<file path="src/rtl/word_ser_pkg.sv">
// Shared definitions for the word serializer: state encoding, line level, defaults.
package word_ser_pkg;

    localparam int unsigned DEF_WIDTH        = 16;
    localparam int unsigned DEF_CLKS_PER_BIT = 4;
    localparam int unsigned STATE_W          = 3;

    // Serial line level when no frame is on the wire
    localparam logic LINE_IDLE = 1'b1;

    localparam logic [STATE_W-1:0] ST_IDLE   = 3'd0;
    localparam logic [STATE_W-1:0] ST_START  = 3'd1;
    localparam logic [STATE_W-1:0] ST_DATA   = 3'd2;
    localparam logic [STATE_W-1:0] ST_STOP   = 3'd3;
    localparam logic [STATE_W-1:0] ST_PARITY = 3'd4;

    typedef enum logic [STATE_W-1:0] {
        IDLE   = ST_IDLE,
        START  = ST_START,
        DATA   = ST_DATA,
        STOP   = ST_STOP,
        PARITY = ST_PARITY
    } ser_state_t;

endpackage

</file>
<file path="src/rtl/word_serializer_bit_timer.sv">
// bit_timer: period counter for one serial bit; runs 0..CLKS_PER_BIT-1 while enabled.
module bit_timer #(
    parameter int unsigned CLKS_PER_BIT = 4
) (
    input  logic clk,
    input  logic reset_n,
    input  logic en,
    output logic bit_end_c
);

    localparam int unsigned CNT_W = $clog2(CLKS_PER_BIT);
    localparam logic [CNT_W-1:0] LAST = CNT_W'(CLKS_PER_BIT - 1);

    logic [CNT_W-1:0] cnt_q;

    assign bit_end_c = en && (cnt_q == LAST);

    // Count while enabled, wrap at the last clock of the bit, park at zero otherwise
    always_ff @(posedge clk or negedge reset_n) begin
        if (!reset_n) begin
            cnt_q <= '0;
        end else if (!en || (cnt_q == LAST)) begin
            cnt_q <= '0;
        end else begin
            cnt_q <= cnt_q + CNT_W'(1);
        end
    end

endmodule

</file>
<file path="src/rtl/word_serializer.sv">
// word_serializer: accepts a parallel word on valid/ready and sends start, data MSB-first,
// optional even parity, and stop bits on tx. Optional parity build: WORD_SERIALIZER_PARITY_EN.
module word_serializer
    import word_ser_pkg::*;
#(
    parameter int unsigned WIDTH        = DEF_WIDTH,
    parameter int unsigned CLKS_PER_BIT = DEF_CLKS_PER_BIT
) (
    input  logic             clk,
    input  logic             reset_n,
    input  logic [WIDTH-1:0] data_in,
    input  logic             data_valid,
    output logic             data_ready,
    output logic             tx,
    output logic             busy,
    output logic             done
);

    localparam int unsigned IDX_W = (WIDTH > 1) ? $clog2(WIDTH) : 1;

    ser_state_t       state_q, state_d;
    logic [IDX_W-1:0] idx_q, idx_d, idx_dec;
    logic [WIDTH-1:0] hold_q, hold_d;
    logic             tx_d, busy_d, done_d, ready_d;
    logic             bit_end_c;

    assign idx_dec = idx_q - IDX_W'(1);

    bit_timer #(
        .CLKS_PER_BIT(CLKS_PER_BIT)
    ) u_bit_timer (
        .clk      (clk),
        .reset_n  (reset_n),
        .en       (state_q != IDLE),
        .bit_end_c(bit_end_c)
    );

    // State, datapath and registered outputs
    always_ff @(posedge clk or negedge reset_n) begin
        if (!reset_n) begin
            state_q    <= IDLE;
            idx_q      <= '0;
            hold_q     <= '0;
            tx         <= LINE_IDLE;
            busy       <= 1'b0;
            done       <= 1'b0;
            data_ready <= 1'b1;
        end else begin
            state_q    <= state_d;
            idx_q      <= idx_d;
            hold_q     <= hold_d;
            tx         <= tx_d;
            busy       <= busy_d;
            done       <= done_d;
            data_ready <= ready_d;
        end
    end

    // Next state and next output values; tx_d is the line level of the state being entered
    always_comb begin
        state_d = state_q;
        idx_d   = idx_q;
        hold_d  = hold_q;
        tx_d    = LINE_IDLE;
        busy_d  = 1'b1;
        done_d  = 1'b0;
        ready_d = 1'b0;
        case (state_q)
            IDLE: begin
                busy_d  = 1'b0;
                ready_d = 1'b1;
                if (data_valid && data_ready) begin
                    state_d = START;
                    hold_d  = data_in;
                    busy_d  = 1'b1;
                    ready_d = 1'b0;
                    tx_d    = 1'b0;
                end
            end
            START: begin
                tx_d = 1'b0;
                if (bit_end_c) begin
                    state_d = DATA;
                    idx_d   = IDX_W'(WIDTH - 1);
                    tx_d    = hold_q[WIDTH-1];
                end
            end
            DATA: begin
                tx_d = hold_q[idx_q];
                if (bit_end_c) begin
                    if (idx_q == '0) begin
`ifdef WORD_SERIALIZER_PARITY_EN
                        state_d = PARITY;
                        tx_d    = ^hold_q;
`else
                        state_d = STOP;
                        tx_d    = LINE_IDLE;
`endif
                    end else begin
                        idx_d = idx_dec;
                        tx_d  = hold_q[idx_dec];
                    end
                end
            end
`ifdef WORD_SERIALIZER_PARITY_EN
            PARITY: begin
                tx_d = ^hold_q;
                if (bit_end_c) begin
                    state_d = STOP;
                    tx_d    = LINE_IDLE;
                end
            end
`endif
            STOP: begin
                tx_d = LINE_IDLE;
                if (bit_end_c) begin
                    state_d = IDLE;
                    busy_d  = 1'b0;
                    done_d  = 1'b1;
                    ready_d = 1'b1;
                end
            end
            default: begin
                state_d = IDLE;
                tx_d    = LINE_IDLE;
                busy_d  = 1'b0;
                ready_d = 1'b1;
            end
        endcase
    end

endmodule

</file>
<file path="config.mk">
export PLATFORM = sky130hd
export DESIGN_NAME = word_serializer
export DESIGN_NICKNAME = d
export VERILOG_FILES = /design/src/rtl/word_ser_pkg.sv /design/src/rtl/word_serializer_bit_timer.sv /design/src/rtl/word_serializer.sv
export SDC_FILE = /design/constraint.sdc
export NUM_CORES = 1
export LEC_CHECK = 0
export ABC_AREA = 1
export BUFFER_PORTS_ARGS = -buffer_cell sky130_fd_sc_hd__buf_2
export CAP_MARGIN = 20
export CORE_MARGIN = 5
export CORE_UTILIZATION = 41
export CTS_CLUSTER_SIZE = 10
export DETAILED_ROUTE_END_ITERATION = 10
export PLACE_DENSITY = 0.63
export SLEW_MARGIN = 20
export SYNTH_ARGS = -nofsm -noshare
export SYNTH_HDL_FRONTEND = slang
export SYNTH_SLANG_ARGS = --single-unit
</file>
<file path="constraint.sdc">
create_clock -name clk -period 2.1 [get_ports clk]
set_input_delay 0.42 -clock clk [delete_from_list [all_inputs] [get_ports clk]]
set_output_delay 0.42 -clock clk [all_outputs]
set_load 0.005 [all_outputs]
</file>
==> impl_metrics.json <==
{
  "max_slew_margin": 0.567,
  "grt_pass1_wl_mm": 5.64,
  "r2r-start": "state_q[0]$_DFFE_PN0P_",
  "ant_nets": 0,
  "peakVddDrop_mv": 0.625,
  "holdBufCountCts": 0,
  "synth_edf_count": 0,
  "synth_ff_type": "dfrtp_1",
  "hold_violations": 0,
  "finalPower_mw": 2.93,
  "leakagePower_nw": 0.954,
  "drc": 0,
  "rr_endpoint": "hold_q[5]$_DFFE_PN0P_",
  "placed_cell_area_um2": 1800,
  "clockRootBuffer": "clkbuf_8",
  "cts_resized": 0,
  "vias": 1270,
  "grt_use_met2": 0.214,
  "die-area_um2": 5340,
  "synthArstFlopShare": 1.00,
  "crit_path_start_kind": "register",
  "dp_hpwl_mm": 2.42,
  "initial_core_util": 0.414,
  "min_period_ps": 1700,
  "worstPathArrival_ps": 1870,
  "worst-path-buf-inv": 1,
  "clock_skew_ps": 7.69,
  "power.density_nw_per_um2": 1580,
  "cpPeakStageDelay_ps": 440,
  "endpoint_kind": "register",
  "netlist_instances": 180,
  "grtUsageTotal": 0.135,
  "grt_max_degree": 29,
  "reg2regPathDepth": 4,
  "vias_per_cell": 4.96,
  "nets": 234,
  "r2r_setup_slack_ps": 400,
  "port_buffers": 22,
  "cts_sinks": 28,
  "mostFrequentLayoutCell": "nand2_1",
  "critical_path_class": "register to register",
  "timing.final.max_slew_violations": 0,
  "synth_top_area_cell": "dfrtp_1",
  "num_antenna_cells": 0,
  "finalCoreUtilization": 0.470,
  "top_usage_layer": "met2",
  "layout-drive-gt1-share": 0.267,
  "synthTopCellsByArea": "dfrtp_1 (40%), nand2_1 (11%), nand3_1 (9.5%), mux2_4 (8.3%), ha_1 (6.1%)",
  "cap_viol_max_count": 0,
  "syn_area_um2": 1630,
  "path_clk_slew_ps": 100,
  "syn-mean-instance-area_um2": 9.06,
  "cts_buffers": 3,
  "synth_top_area_frac": 0.399,
  "synth_cell_types": 25,
  "cts_tree": "yes",
  "worstMarginPinSlew_ps": 649,
  "crit_start": "state_q[0]$_DFFE_PN0P_",
  "finalCritPeriodShare": 0.808,
  "worstPathRequired_ps": 2280,
  "dieWidth_um": 73.1,
  "rsz0062_at_grt": "false",
  "most-common-layout-cells": "nand2_1 (49), nand3_1 (31), dfrtp_1 (26), buf_2 (22), inv_1 (14)",
  "antenna_found_initial": 0,
  "max_freq_mhz": 589,
  "num_rows": 23,
  "io_pins": 23,
  "pre_cts_slack_ps": 370,
  "clockBufferDepth": 2,
  "worst_slack_ps": 404,
  "h-tree-depth": 1,
  "ys_seq_elements": 28,
  "outcome": "finished clean",
  "dr.pass1.iters": 4,
  "min_path_type": "primary input to asynchronous set/reset pin",
  "critPathMaxFanout": 17,
  "ys_warn_count": 0,
  "drt-total-wl_mm": 3.20,
  "gr-usage-met3": 0.0331,
  "final_area_um2": 1850,
  "synth_nets": 207,
  "path_cells": "inv_1, ha_1, nand3_4, mux2_4",
  "crit_slowest_cell": "dfrtp_1",
  "synth_seq_area_share": 0.431,
  "grt_pass1_vias": 1207,
  "clock_latency_ps": 280,
  "core_area_um2": 3940,
  "setup-violations-final": 0,
  "drt-initial-drc-count": 56,
  "overflow": 0,
  "die_h_um": 73.1,
  "postCtsSetupBuffers": 0,
  "tns_ps": 0,
  "area_growth_pct": 13.5,
  "wl_per_cell_um": 12.5,
  "critical_path.top_delay_family": "flip-flops",
  "met1_usage": 0.183,
  "routabilityCongestion": 0.786
}
==> cells in the mapped netlist, types with 3 or more instances <==
master,n
ha_1,8
a21oi_1,4
dfrtp_1,26
nand2_1,49
a22oi_1,3
nand3_1,31
mux2_2,7
nor2_1,9
mux2_4,9
inv_1,14
==> sequential cells by signal, summed over array words and instances, names as in the netlist <==
register           count
tx                     1
done                   1
data_ready             1
idx_q                  4
state_q                2
hold_q                16
busy                   1
u_bit_timer.cnt_q      2
==> stage by stage <==
step / instances / hold slack (ps)
after floorplan: 180 / 124
after global placement: 252 / 437
after detailed placement: 252 / 438
after CTS: 256 / 171
after global routing: 256 / 210
final: 256 / 158
==> worst max path at each step <==
stage                                   to  slack (ps)  cells after the start
floorplan           hold_q[10]$_DFFE_PN0P_         570                      5
CTS                 hold_q[12]$_DFFE_PN0P_         360                      4
global placement    state_q[0]$_DFFE_PN0P_         440                      7
detailed placement   hold_q[9]$_DFFE_PN0P_         370                      4
global route        state_q[1]$_DFFE_PN0P_         190                      8
finish               hold_q[5]$_DFFE_PN0P_         400                      4
==> power breakdown <==
part	total [mW]	switching [mW]	internal (mW)
Sequential	1.03	0.212	0.819
Clock	0.340	0.171	0.168
Combinational	1.55	0.849	0.706
==> kinds of logic after synthesis <==
| group | Yosys count | synth area share |
|---|---|---|
| muxes | 16 | 0.131 |
| adders and majority gates | 8 | 0.0614 |
| buffers and inverters | 19 | 0.0575 |
| DFF | 28 | 0.431 |
| AOI/OAI and AO/OA | 12 | 0.0483 |
| and+or+nand+nor | 97 | 0.271 |
==> area by class of cell <==
type | count | area [um2]
Clock buffer | 4 | 55.1
Fill cell | 375 | 2090
Inverter | 15 | 56.3
Multi-Input combinational cell | 133 | 835
Sequential cell | 28 | 703
Tap cell | 50 | 62.6
Timing Repair Buffer | 26 | 140
==> routing by layer <==
metal  part of all wire  vias to the layer above
li1                   -                      651
met1               0.48                      586
met4              0.011                        0
met5                  0                        -
met3              0.046                        5
met2               0.46                       28
Note: power is estimated with default switching activity, not from simulation.
